## src/rtl/pds_responder.sv

```systemverilog
// 68000-style IOB bus target: 4-word register file via DTACK and VPA/E paths, C16M domain.
// Terminations are registered off the next state so they change on the same edge as the FSM.
module pds_responder #(
    parameter logic [7:0] BASE     = 8'hFE,
    parameter logic [3:0] WAIT_CYC = 4'd2
) (
    input  logic        C16M,
    input  logic        nRES,
    input  logic [23:1] A,
    input  logic        nAS,
    input  logic        nUDS,
    input  logic        nLDS,
    input  logic        nWE,
    input  logic        nVMA,
    input  logic        E,
    input  logic [15:0] D_in,
    output logic [15:0] D_out,
    output logic        nDOE,
    output logic        nDTACK,
    output logic        nVPA,
    output logic        nBERR,
    output logic [7:0]  CYC_CNT
);

    typedef enum logic [3:0] {
        S_IDLE,
        S_DECODE,
        S_WAIT,
        S_ACK,
        S_VMA,
        S_EWAIT,
        S_VHOLD,
        S_BERR,
        S_IGNORE
    } state_t;

    state_t      r_state;
    state_t      w_next;
    logic [3:0]  r_cnt;
    logic [3:0]  w_cnt_next;
    logic        w_commit;
    logic        w_done;

    logic        r_nas_m, r_nas_s;
    logic        r_uds_m, r_uds_s;
    logic        r_lds_m, r_lds_s;
    logic        r_vma_m, r_vma_s;
    logic        r_e_m, r_e_s, r_e_d;

    logic [23:1] r_a;
    logic        r_nwe;
    logic [15:0] r_regs [4];
    logic [15:0] r_dout;
    logic        r_ndoe, r_ndtack, r_nvpa, r_nberr;
    logic [7:0]  r_cyc_cnt;

    logic        w_in_win;
    logic        w_valid;
    logic        w_strobe;
    logic        w_e_fall;
    logic        w_rd_phase;
    logic [1:0]  w_idx;

    assign w_in_win = (r_a[23:16] == BASE);
    assign w_valid  = (r_a[15:4] == 12'h000);
    assign w_strobe = !r_uds_s || !r_lds_s;
    assign w_e_fall = r_e_d && !r_e_s;
    assign w_idx    = r_a[2:1];

    always_ff @(posedge C16M) begin
        if (!nRES) begin
            r_nas_m <= 1'b1; r_nas_s <= 1'b1;
            r_uds_m <= 1'b1; r_uds_s <= 1'b1;
            r_lds_m <= 1'b1; r_lds_s <= 1'b1;
            r_vma_m <= 1'b1; r_vma_s <= 1'b1;
            r_e_m   <= 1'b0; r_e_s   <= 1'b0; r_e_d <= 1'b0;
        end else begin
            r_nas_m <= nAS;  r_nas_s <= r_nas_m;
            r_uds_m <= nUDS; r_uds_s <= r_uds_m;
            r_lds_m <= nLDS; r_lds_s <= r_lds_m;
            r_vma_m <= nVMA; r_vma_s <= r_vma_m;
            r_e_m   <= E;    r_e_s   <= r_e_m;  r_e_d <= r_e_s;
        end
    end

    // Address and direction are only trusted while the synchronized strobe says the bus is ours.
    always_ff @(posedge C16M) begin
        if (!nRES) begin
            r_a   <= '0;
            r_nwe <= 1'b1;
        end else if (!r_nas_s) begin
            r_a   <= A;
            r_nwe <= nWE;
        end
    end

    always_comb begin
        w_next     = r_state;
        w_cnt_next = r_cnt;
        w_commit   = 1'b0;
        w_done     = 1'b0;
        case (r_state)
            S_IDLE: begin
                if (!r_nas_s) w_next = S_DECODE;
            end
            S_DECODE: begin
                if (r_nas_s) begin
                    w_next = S_IDLE;
                end else if (w_strobe) begin
                    if (!w_in_win) begin
                        w_next = S_IGNORE;
                    end else if (!w_valid) begin
                        w_next = S_BERR;
                    end else if (!r_a[3]) begin
                        w_next     = S_WAIT;
                        w_cnt_next = WAIT_CYC;
                    end else begin
                        w_next = S_VMA;
                    end
                end
            end
            S_WAIT: begin
                if (r_nas_s) begin
                    w_next = S_IDLE;
                end else if (r_cnt == 4'd0) begin
                    w_next   = S_ACK;
                    w_commit = !r_nwe;
                end else begin
                    w_cnt_next = r_cnt - 4'd1;
                end
            end
            S_ACK, S_VHOLD: begin
                if (r_nas_s) begin
                    w_next = S_IDLE;
                    w_done = 1'b1;
                end
            end
            S_VMA: begin
                if (r_nas_s)       w_next = S_IDLE;
                else if (!r_vma_s) w_next = S_EWAIT;
            end
            S_EWAIT: begin
                if (r_nas_s) begin
                    w_next = S_IDLE;
                end else if (w_e_fall) begin
                    w_next   = S_VHOLD;
                    w_commit = !r_nwe;
                end
            end
            S_BERR, S_IGNORE: begin
                if (r_nas_s) w_next = S_IDLE;
            end
            default: w_next = S_IDLE;
        endcase
    end

    assign w_rd_phase = r_nwe && ((w_next == S_WAIT) || (w_next == S_ACK) ||
                                  (w_next == S_VMA) || (w_next == S_EWAIT) ||
                                  (w_next == S_VHOLD));

    always_ff @(posedge C16M) begin
        if (!nRES) begin
            r_state   <= S_IDLE;
            r_cnt     <= 4'd0;
            r_cyc_cnt <= 8'd0;
            r_dout    <= 16'h0000;
            r_ndoe    <= 1'b1;
            r_ndtack  <= 1'b1;
            r_nvpa    <= 1'b1;
            r_nberr   <= 1'b1;
            for (int i = 0; i < 4; i++) r_regs[i] <= 16'h0000;
        end else begin
            r_state  <= w_next;
            r_cnt    <= w_cnt_next;
            r_ndtack <= !(w_next == S_ACK);
            r_nvpa   <= !((w_next == S_VMA) || (w_next == S_EWAIT) || (w_next == S_VHOLD));
            r_nberr  <= !(w_next == S_BERR);
            r_ndoe   <= !w_rd_phase;
            if (w_rd_phase) r_dout <= r_regs[w_idx];
            if (w_done) r_cyc_cnt <= r_cyc_cnt + 8'd1;
            if (w_commit) begin
                if (!r_uds_s) r_regs[w_idx][15:8] <= D_in[15:8];
                if (!r_lds_s) r_regs[w_idx][7:0]  <= D_in[7:0];
            end
        end
    end

    assign D_out   = r_dout;
    assign nDOE    = r_ndoe;
    assign nDTACK  = r_ndtack;
    assign nVPA    = r_nvpa;
    assign nBERR   = r_nberr;
    assign CYC_CNT = r_cyc_cnt;

endmodule

```

## config.mk

```make
export PLATFORM = sky130hd
export DESIGN_NAME = pds_responder
export DESIGN_NICKNAME = d
export VERILOG_FILES = /design/src/rtl/pds_responder.sv
export SDC_FILE = /design/constraint.sdc
export NUM_CORES = 1
export LEC_CHECK = 0
export BUFFER_PORTS_ARGS = -buffer_cell sky130_fd_sc_hd__buf_2
export CORE_MARGIN = 3
export CORE_UTILIZATION = 50
export DETAILED_ROUTE_END_ITERATION = 10
export GPL_TIMING_DRIVEN = 0
export PLACE_DENSITY = 0.71
export SYNTH_ARGS = -nofsm -noshare
export SYNTH_HDL_FRONTEND = slang
export SYNTH_SLANG_ARGS = --single-unit
```

## constraint.sdc

```tcl
create_clock -name C16M -period 3.55 [get_ports C16M]
set_input_delay 0.71 -clock C16M [delete_from_list [all_inputs] [get_ports C16M]]
set_output_delay 0.71 -clock C16M [all_outputs]
set_load 0.02 [all_outputs]
```

==> After elaboration in Yosys (flattened, before gate mapping) <==
Memory sizes are Yosys's and may differ from the RTL's. A register that Yosys moved wholly into a read port is not among the register bits.
Cells that the tools add are included.
{ "totals": {"regBits": 55, "ramBits": 64, "inputBits": 47, "out_inout_bits": 28, "n_memories": 1} }
{ "op_classes": {"addsub": 2, "eq_ne": 22, "mux": 41, "reduce_logical": 26} }
{ "mem_list": {"columns": ["memory", "words", "width", "read_ports", "rd_clocked_by_memory_dff", "wr", "line_no", "rtl"], "rows": [
  ["r_regs", 4, 16, 1, 1, 4, "52", "logic [15:0] r_regs [4];"]
]} }
{ "ops": {"columns": ["op", "count"], "rows": [
  ["2-to-1 mux 4 bit", 18],
  ["== test 4 x 3 -> 1 bit, second input constant", 8],
  ["case mux 4 bit (6 select lines)", 1],
  ["== test 4 x 2 -> 1 bit, second input constant", 4],
  ["2-to-1 mux 16 bit", 1],
  ["OR reduction 16 bit", 1],
  ["2-to-1 mux 1 bit", 15],
  ["inequality test 2 bit, second input constant", 7],
  ["logical NOT 12 bit", 1],
  ["logical NOT 1 bit", 9],
  ["adder 8 x 1 -> 8 bit, second input constant", 1],
  ["== test 8 bit, second input constant", 1],
  ["logical NOT 4 bit", 2],
  ["case mux 4 bit (2 select lines)", 1],
  ["AND reduction 8 bit", 1],
  ["logical OR 1 bit", 7],
  ["2-to-1 mux 3 bit", 2],
  ["== test 4 x 1 -> 1 bit, second input constant", 1],
  ["== test 4 bit, second input constant", 1],
  ["2-to-1 mux 2 bit", 2],
  ["OR reduction 4 bit", 1],
  ["subtractor 4 x 1 -> 4 bit, second input constant", 1],
  ["logical AND 1 bit", 2],
  ["case mux 1 bit (2 select lines)", 1],
  ["other kinds (2)", 2]
]} }

==> Depth between registers and ports, before layout <==
Gate-level depths: netlist of the first run.
{ "logic_depth": {"ltp_word": 13, "depth_mapped": 10, "ltp_nobuf": 8} }

==> Least setup slack after synthesis of the first run <==
Ideal clock, no wire load.
{ "synth_path": {"kind": "register to register", "start": "register r_cnt[0]", "end": "memory r_regs[2][0], enable pin", "setup_ps": 329, "arrival_time_ps": 2259, "t_required_ps": 3221, "slack_ps": 962, "stages_incl_launch_ff": 10, "path_buffers": 1, "synth_period_minus_slack_ps": 2588, "cell_sequence": "dfxtp_1 > inv_1 > ha_1 > nor3b_1 > a32oi_1 > nor4_1 > nor2b_1 > or3b_2 > clkbuf_1 > nand2_1"} }
{ "synth_lines": {"columns": ["element", "line_no", "rtl"], "rows": [
  ["start, declared", "39", "logic [3:0] r_cnt;"],
  ["start signal, assigned", "174", "r_cnt <= w_cnt_next;"],
  ["end, declared", "52", null]
]} }

==> flow_summary_export.csv, run 1 <==
group,metric,value,unit
run_status,status,"completed",
detailed_routing,drc,0,
detailed_routing,drt_iter0_drc,195,
sta,skew,0.00363,ns
sta,worstMarginPinSlew,1.40,ns
clock_tree,ctsLongestPathBuffers,2,
worst_hold_path,hold_path_class,"reg -> reg",
finish,final_area,6760,sq um
yosys,synth_warnings,0,
yosys,synth-compound-area-share,0.0358,
grt,gr-usage-met3,0.0474,
sta,slew-limit-headroom,0.0569,
setup_path,cp.arrival,3.38,ns
clock_tree,cts_setup_buffers,0,
grt,grt_util_met2,0.347,
yosys,synth_xor_area_frac,0.0124,
yosys,synthTopCellsByArea,"edfxtp_1 (34%), dfxtp_1 (25%), mux2i_1 (7.3%)",
grt,track_usage,0.202,
setup_path,critPathLaunchType,"register",
die,coreArea,10900,sq um
sta,clock.fmax,303,MHz
clock_tree,htree_levels,4,
die,start_util,0.515,
place,numPortBuffers,73,
setup_path,crit_path_end_kind,"register",
clock_tree,root_buffer,"clkbuf_16",
yosys,synth_most_common_cell,"nor2_1",
clock_tree,path_clk_slew,0.06,ns
detailed_routing,wl_per_cell,16.3,um
finish,fin_nets,629,
detailed_routing,vias,3883,
yosys,avgSynthCellArea,11.6,sq um
detailed_routing,drt_wl_total,11900,um
sta,grt_setup_unrepaired,"false",
die,die_w,112,um
pwr,p_leak,2.91,nW
place,placed_cell_area,6170,sq um
job,max-cap-violations,0,
detailed_routing,ant_nets,0,
clock_tree,worstSkewPairLatency,0.41,ns
pwr,peakVddDrop,383,uV
clock_tree,cts_made_buffers,17,
yosys,synth_cell_types,47,
sta,finalSetupViolCount,0,
grt,antenna_found_initial,0,
sta,fin_crit_sh,0.931,
die,die_y,112,um
grt,globalRouteMet1Util,0.246,
grt,grt_busiest_layer,"met2",
finish,syn2layout_area_growth,20.1,%
yosys,synth-edff-count,64,
yosys,synthMuxAreaShare,0.137,
finish,drive_gt1_frac,0.223,
grt,grt_first_pass_wirelength,19500,um
setup_path,rrSetupSlack,0.24,ns
detailed_routing,drt-pass1-iter-count,6,
yosys,synth_area,5630,sq um
grt,grt_max_degree,17,
yosys,synthSimpleGateAreaFrac,0.181,
sta,finalHoldViolCount,0,
sta,finalWorstSetupSlack,0.245,ns
clock_tree,cts.sinks,135,
place,pre_cts_slack,0.127,ns
sta,timing.setup.tns,0,ns
setup_path,crit_type,"reg -> reg",
yosys,syn-num-nets,537,
yosys,synth_top_area_frac,0.341,
die,pin_count,75,
finish,insertedDiodeCount,0,
sta,slew_violations,0,
yosys,ys_ff_latch,135,
yosys,yosys-top-cells-count,"nor2_1 (85), dfxtp_1 (71), nand2_1 (65)",
yosys,synth_top_family_by_area,"simple AND/OR/NAND/NOR gates",
place,place_hpwl,8310,um
detailed_routing,vias_per_cell,5.30,
setup_path,cp.required,3.62,ns
grt,grt_pass1_vias,3946,
sta,fin_crit,3.31,ns
yosys,synth_ff_type,"dfxtp_1",
pwr,p_per_area,526,nW/um^2
yosys,synth_fa_ha_area_frac,0.00667,
grt,grt_overflow,0,
place,routabilityCongestion,0.850,
setup_path,path_max_fanout,9,
yosys,synthCells,487,
die,die_area,12600,sq um
clock_tree,cts_tree,"done",
die,rows,38,
yosys,yosys.area.top_type,"edfxtp_1",
yosys,ys_seq_area_frac,0.594,
yosys,async_flop_share,0,
[routing by layer]
layer  vias to the layer above  routed length [um]
met4                         0                 206
met1                      1881                5020
li1                       1881                   -
met5                         -                   0
met3                        19                 540
met2                       102                6170
[worst max-delay path, cell delays in order, from the launching register on]
cell,delay [ns]
dfxtp_1,0.33
inv_1,0.10
ha_1,0.15
nor3b_1,0.34
a32oi_1,0.19
nor4_2,0.42
nor2b_1,0.32
or3b_2,0.47
clkbuf_1,0.26
nand2_1,0.40
[stage by stage]
stage | instances | power [mW] | hold WS (ns) | utilization
final | 732 | 3.56 | 0.404 | 0.618
after global routing | 732 | 3.68 | 0.421 | 0.618
after CTS | 732 | 3.58 | 0.404 | 0.618
after detailed placement | 700 | 1.86 | 0.391 | 0.564
after global placement | 700 | 1.86 | 0.392 | 0.564
after floorplan | 487 | 1.80 | 0.386 | -
[cell families after synthesis]
group,Yosys count
fa+ha+maj,3
simple gates,214
mux,57
buf+inv,46
xor+xnor,8
compound gates,24
flops,135
[layout make-up]
| cell class | count | area, sq um |
|---|---|---|
| fillers | 909 | 4170 |
| clock inverters | 15 | 161 |
| multi-input cells | 306 | 2100 |
| flip-flops and latches | 135 | 3340 |
| plain buffers | 24 | 106 |
| repair buffers | 73 | 365 |
| well taps | 140 | 175 |
| clock buffers | 17 | 425 |
| inverters | 22 | 82.6 |
[where the power goes]
group | internal (mW) | switching (mW) | total, mW
registers | 1.67 | 0.0138 | 1.68
logic | 0.0635 | 0.0860 | 0.149
clock network | 1.09 | 0.637 | 1.73
total | 2.82 | 0.737 | 3.56
[worst paths after layout]
| kind | start | end | cells past startpoint |
|---|---|---|---|
| worst max-delay path | r_cnt[0]$_SDFFE_PN0P_ | r_regs[2][5]$_SDFFCE_PN0P_ | 9 |
| worst min-delay path | r_uds_m$_SDFF_PN1_ | r_uds_s$_SDFF_PN1_ | 1 |
| worst max register to register | r_cnt[0]$_SDFFE_PN0P_ | r_regs[2][5]$_SDFFCE_PN0P_ | 9 |
| worst min register to register | r_uds_m$_SDFF_PN1_ | r_uds_s$_SDFF_PN1_ | 1 |
[timing repair]
action                     4_1_cts  5_1_grt
gates resized for setup          0        1
hold buffers                     0        0
setup endpoints to repair        0       33
[placed cells by master, fill, tap and decap left out, types with 2 or more instances in the layout]
cell type and count:
mux4_2 16, and2_1 5, edfxtp_1 64, ha_1 3
a32oi_1 2, dfxtp_1 71, nand4b_1 3, a21oi_1 4
o21ai_0 4, buf_6 2, clkbuf_16 17, clkinv_2 3
o21ai_1 3, and3_1 6, o311ai_1 2, nor3_1 3
nand2b_1 15, mux2i_1 41, or2_2 2, buf_2 74
inv_1 21, nor2b_1 5, nor2_1 85, nand2_1 65
clkinv_4 3, clkinvlp_4 2, xnor2_1 2, a211oi_1 2
nand3_1 5, clkinv_1 4, nand4_1 5, bufinv_16 3
nand3b_1 2, xor2_1 6, nor4_1 3, clkbuf_1 21
[registers in the layout (all words and copies together) (netlist names), 4 cells and up]
name / flops
CYC_CNT: 8
r_cnt: 4
r_a: 23
r_regs: 64
D_out: 16
r_state: 4
No activity file was read; power rests on OpenSTA's default activity.
==> inputs of run 2 (changes only) <==
==> constraint.sdc (replaced) <==
create_clock -name C16M -period 3.55 [get_ports C16M]
set_input_delay 0.1775 -clock C16M [delete_from_list [all_inputs] [get_ports C16M]]
set_output_delay 0.1775 -clock C16M [all_outputs]
set_load 0.02 [all_outputs]
==> flow_summary_export.csv, run 2 (same netlist as run 1, synthesis figures left out) <==
group,metric,value,unit
setup_path,path_max_fanout,9,
finish,drive_gt1_frac,0.216,
sta,clock.fmax,303,MHz
clock_tree,path_clk_slew,0.06,ns
detailed_routing,drc,0,
finish,insertedDiodeCount,0,
clock_tree,worstSkewPairLatency,0.41,ns
finish,final_area,6950,sq um
sta,slew_violations,0,
sta,timing.setup.tns,0,ns
pwr,p_per_area,514,nW/um^2
die,coreArea,10900,sq um
place,routabilityCongestion,0.850,
sta,grt_setup_unrepaired,"false",
detailed_routing,ant_nets,0,
setup_path,cp.arrival,3.38,ns
die,start_util,0.515,
detailed_routing,drt-pass1-iter-count,5,
pwr,peakVddDrop,382,uV
place,numPortBuffers,73,
die,rows,38,
place,placed_cell_area,6170,sq um
clock_tree,htree_levels,4,
finish,syn2layout_area_growth,23.5,%
setup_path,critPathLaunchType,"register",
pwr,power,3.57,mW
sta,slew-limit-headroom,0.0358,
place,place_hpwl,8310,um
finish,regMostFlops,"r_regs",
worst_hold_path,hold_path_class,"in -> reg",
sta,finalSetupViolCount,0,
setup_path,crit_type,"reg -> reg",
die,die_area,12600,sq um
clock_tree,ctsLongestPathBuffers,2,
die,die_w,112,um
run_status,status,"completed",
grt,antenna_found_initial,0,
clock_tree,cts.sinks,135,
finish,fin_cells,751,
sta,finalHoldViolCount,0,
sta,worstMarginPinSlew,1.43,ns
setup_path,crit_path_end_kind,"register",
clock_tree,cts_made_buffers,17,
finish,largest_register_ffs,64,
detailed_routing,drt_wl_total,12100,um
detailed_routing,vias,3934,
detailed_routing,drt_iter0_drc,219,
detailed_routing,vias_per_cell,5.24,
job,max-cap-violations,0,
finish,most-common-layout-cells,"nor2_1 (85), buf_2 (74), dfxtp_1 (71)",
die,die_y,112,um
finish,final_common_cell,"nor2_1",
finish,fin_nets,648,
sta,fin_crit_sh,0.931,
sta,skew,0.00436,ns
finish,final_util,0.636,
detailed_routing,wl_per_cell,16.1,um
grt,grt_pass1_vias,4037,
die,pin_count,75,
grt,grt_overflow,0,
grt,grt_max_degree,17,
grt,grt_first_pass_wirelength,20000,um
clock_tree,root_buffer,"clkbuf_16",
setup_path,cp.required,3.62,ns
clock_tree,cts_tree,"done",
sta,fin_crit,3.30,ns
grt,track_usage,0.206,
pwr,p_leak,2.99,nW
place,dp_cells,700,
clock_tree,cts_setup_buffers,0,
## run 2: cell count changes in the layout (fill, tap and decap cells not counted), sizes merged
cell,change
dlygate4sd3,+19
## run 2: worst paths after layout
| kind | start | endpoint | slack [ns] | depth (start not counted) |
|---|---|---|---|---|
| setup / recovery | r_cnt[0]$_SDFFE_PN0P_ | r_regs[2][5]$_SDFFCE_PN0P_ | 0.25 | 9 |
| hold / removal | A[3] | r_a[3]$_SDFFE_PN0N_ | 0.007 | 3 |
| setup reg to reg | r_cnt[0]$_SDFFE_PN0P_ | r_regs[2][5]$_SDFFCE_PN0P_ | 0.25 | 9 |
| hold reg to reg | r_uds_m$_SDFF_PN1_ | r_uds_s$_SDFF_PN1_ | 0.40 | 1 |
## run 2: metal layers
layer	GRT usage	vias up	wire, um
li1	-	1924	-
met1	0.251	1871	5060
met2	0.352	117	6120
met3	0.0480	22	693
met4	0.0865	0	242
met5	0	-	0
## run 2: repair_timing
item / 4_1_cts / 5_1_grt
hold buffers: 19 / 0
setup endpoints to repair: 0 / 33
endpoints found under the hold margin: 19 / 0
resized for setup: 0 / 1
## run 2: area by class of cell
cell class,count,area (sq um)
clock buffer,17,425
fill,877,3980
buffer,24,106
clock inverter,15,161
timing repair buffer,92,556
sequential,135,3340
inverter,22,82.6
multi-input combinational,306,2100
tap,140,175
## run 2: per-stage QoR
stage / hold slack [ns] / setup WS [ns]
after floorplan: 0.279 / 0.962
after global placement: 0.386 / 0.305
after detailed placement: 0.383 / 0.127
after CTS: 0.00192 / 0.0237
after global routing: 0.00403 / 0.0686
final: 0.00683 / 0.246
## run 2: worst max-delay path: stages, from the launching register on
cell	delay, ns
dfxtp_1	0.33
inv_1	0.10
ha_1	0.15
nor3b_1	0.35
a32oi_1	0.19
nor4_2	0.42
nor2b_1	0.31
or3b_2	0.47
clkbuf_1	0.25
nand2_1	0.39
## run 2: power by group
group | internal, mW | switching (mW)
registers | 1.67 | 0.0140
logic | 0.0771 | 0.0890
clock network | 1.09 | 0.636
total | 2.83 | 0.739
==> inputs of run 3 (changes only) <==
--- a/config.mk
+++ b/config.mk
@@ -8,9 +8,10 @@
 export BUFFER_PORTS_ARGS = -buffer_cell sky130_fd_sc_hd__buf_2
 export CORE_MARGIN = 3
 export CORE_UTILIZATION = 50
+export CTS_CLUSTER_SIZE = 28
 export DETAILED_ROUTE_END_ITERATION = 10
 export GPL_TIMING_DRIVEN = 0
-export PLACE_DENSITY = 0.71
+export PLACE_DENSITY = 0.82
 export SYNTH_ARGS = -nofsm -noshare
 export SYNTH_HDL_FRONTEND = slang
 export SYNTH_SLANG_ARGS = --single-unit
==> flow_summary_export.csv, run 3 (same netlist as run 1, synthesis figures left out) <==
group,metric,value,unit
run_status,status,"completed",
finish,final_util,0.627,
place,routabilityCongestion,0.850,
setup_path,critPathLaunchType,"register",
finish,drive_gt1_frac,0.227,
sta,finalWorstSetupSlack,0.376,ns
finish,fill_cells,808,
clock_tree,cts_tree,"done",
detailed_routing,wl_per_cell,16.8,um
detailed_routing,vias,4002,
die,coreArea,10900,sq um
clock_tree,root_buffer,"clkbuf_16",
die,die_area,12600,sq um
finish,insertedDiodeCount,0,
finish,regMostFlops,"r_regs",
place,numPortBuffers,73,
pwr,peakVddDrop,364,uV
die,die_w,112,um
detailed_routing,vias_per_cell,5.38,
sta,fin_crit_sh,0.894,
finish,final_common_cell,"nor2_1",
grt,track_usage,0.209,
place,place_hpwl,8400,um
job,max-cap-violations,0,
clock_tree,cts_made_buffers,17,
sta,slew_violations,0,
setup_path,crit_path_end_kind,"register",
die,rows,38,
grt,grt_first_pass_wirelength,20400,um
finish,largest_register_ffs,64,
detailed_routing,drc,0,
die,pin_count,75,
sta,skew,0.00722,ns
setup_path,path_buf_inv,2,
sta,finalSetupViolCount,0,
setup_path,slowest_delay,0.47,ns
detailed_routing,drt-pass1-iter-count,4,
setup_path,path_max_fanout,9,
die,start_util,0.515,
grt,antenna_found_initial,0,
clock_tree,cts.sinks,135,
clock_tree,ctsLongestPathBuffers,2,
place,pre_cts_slack,0.231,ns
clock_tree,htree_levels,4,
finish,syn2layout_area_growth,21.9,%
detailed_routing,ant_nets,0,
pwr,p_leak,2.96,nW
grt,grt_overflow,0,
place,placed_cell_area,6170,sq um
sta,fin_crit,3.17,ns
grt,grt_pass1_vias,4153,
pwr,p_per_area,510,nW/um^2
detailed_routing,drt_wl_total,12500,um
worst_hold_path,hold_path_class,"in -> reg",
finish,most-common-layout-cells,"nor2_1 (85), buf_2 (74), dfxtp_1 (71)",
finish,final_area,6860,sq um
clock_tree,worstSkewPairLatency,0.41,ns
sta,worstMarginPinSlew,0.880,ns
finish,fin_nets,641,
die,die_y,112,um
setup_path,crit_type,"reg -> reg",
grt,grt_max_degree,17,
sta,finalHoldViolCount,0,
setup_path,cp.arrival,3.25,ns
setup_path,path_delay_family,"simple AND/OR/NAND/NOR gates",
sta,clock.fmax,315,MHz
sta,timing.setup.tns,0,ns
sta,grt_setup_unrepaired,"false",
setup_path,cpMaxStageDelayCell,"or3b_2",
clock_tree,path_clk_slew,0.06,ns
sta,slew-limit-headroom,0.410,
detailed_routing,drt_iter0_drc,399,
setup_path,worstPathCellList,"inv_1 > ha_1 > nor3b_1 > a32oi_1 > nor4_2 > nor2b_1 > or3b_2 > clkbuf_1 > nand2_1",
setup_path,cp.required,3.62,ns
[run 3: what timing repair did]
| item | 4_1_cts | 5_1_grt |
|---|---|---|
| setup endpoints to repair | 0 | 8 |
| endpoints found under the hold margin | 11 | 0 |
| hold buffers | 11 | 0 |
| gates resized for setup | 0 | 1 |
| setup buffers | 0 | 0 |
[run 3: final cells by class]
class	instances	area (sq um)	area share
sequential	135	3340	0.487
multi-input combinational	306	2100	0.307
timing repair buffer	85	483	0.0704
clock buffer	22	470	0.0686
tap	140	175	0.0255
buffer	24	106	0.0155
clock inverter	10	96.3	0.0140
inverter	22	82.6	0.0120
[run 3: through the flow]
step	cells	total power, mW	hold WS (ns)
floorplan	487	1.80	0.279
global placement	700	1.85	0.365
detailed placement	700	1.86	0.361
CTS	743	3.51	0.00126
global route	744	3.61	0.0158
finish	744	3.50	0.00771
[run 3: path summary, 6_finish.rpt]
check                        start                    endpoint  slack, ns  cells after the start
max          r_cnt[0]$_SDFFE_PN0P_  r_regs[2][7]$_SDFFCE_PN0P_       0.38                      9
min                          A[21]        r_a[21]$_SDFFE_PN0N_      0.008                      3
min reg2reg     r_vma_m$_SDFF_PN1_          r_vma_s$_SDFF_PN1_       0.41                      1
max reg2reg  r_cnt[0]$_SDFFE_PN0P_  r_regs[2][7]$_SDFFCE_PN0P_       0.38                      9
[run 3: routing by layer]
| metal | vias to the layer above | share of wire | GRT usage |
|---|---|---|---|
| li1 | 1906 | - | - |
| met1 | 1933 | 0.39 | 0.233 |
| met2 | 134 | 0.53 | 0.369 |
| met3 | 29 | 0.055 | 0.0544 |
| met4 | 0 | 0.027 | 0.103 |
| met5 | - | 0 | 0 |
[run 3: worst register-to-register path, cell delays in order (launching register included)]
cell      delay, ns
dfxtp_1        0.33
inv_1          0.11
ha_1           0.15
nor3b_1        0.30
a32oi_1        0.19
nor4_2         0.36
nor2b_1        0.32
or3b_2         0.47
clkbuf_1       0.24
nand2_1        0.37
[run 3: where the power goes]
group	internal [mW]	switching [mW]	total, mW	leakage, nW
Sequential	1.67	0.0157	1.68	1.24
Clock	1.01	0.641	1.66	0.277
Combinational	0.0720	0.0888	0.161	1.44
Total	2.75	0.746	3.50	2.96
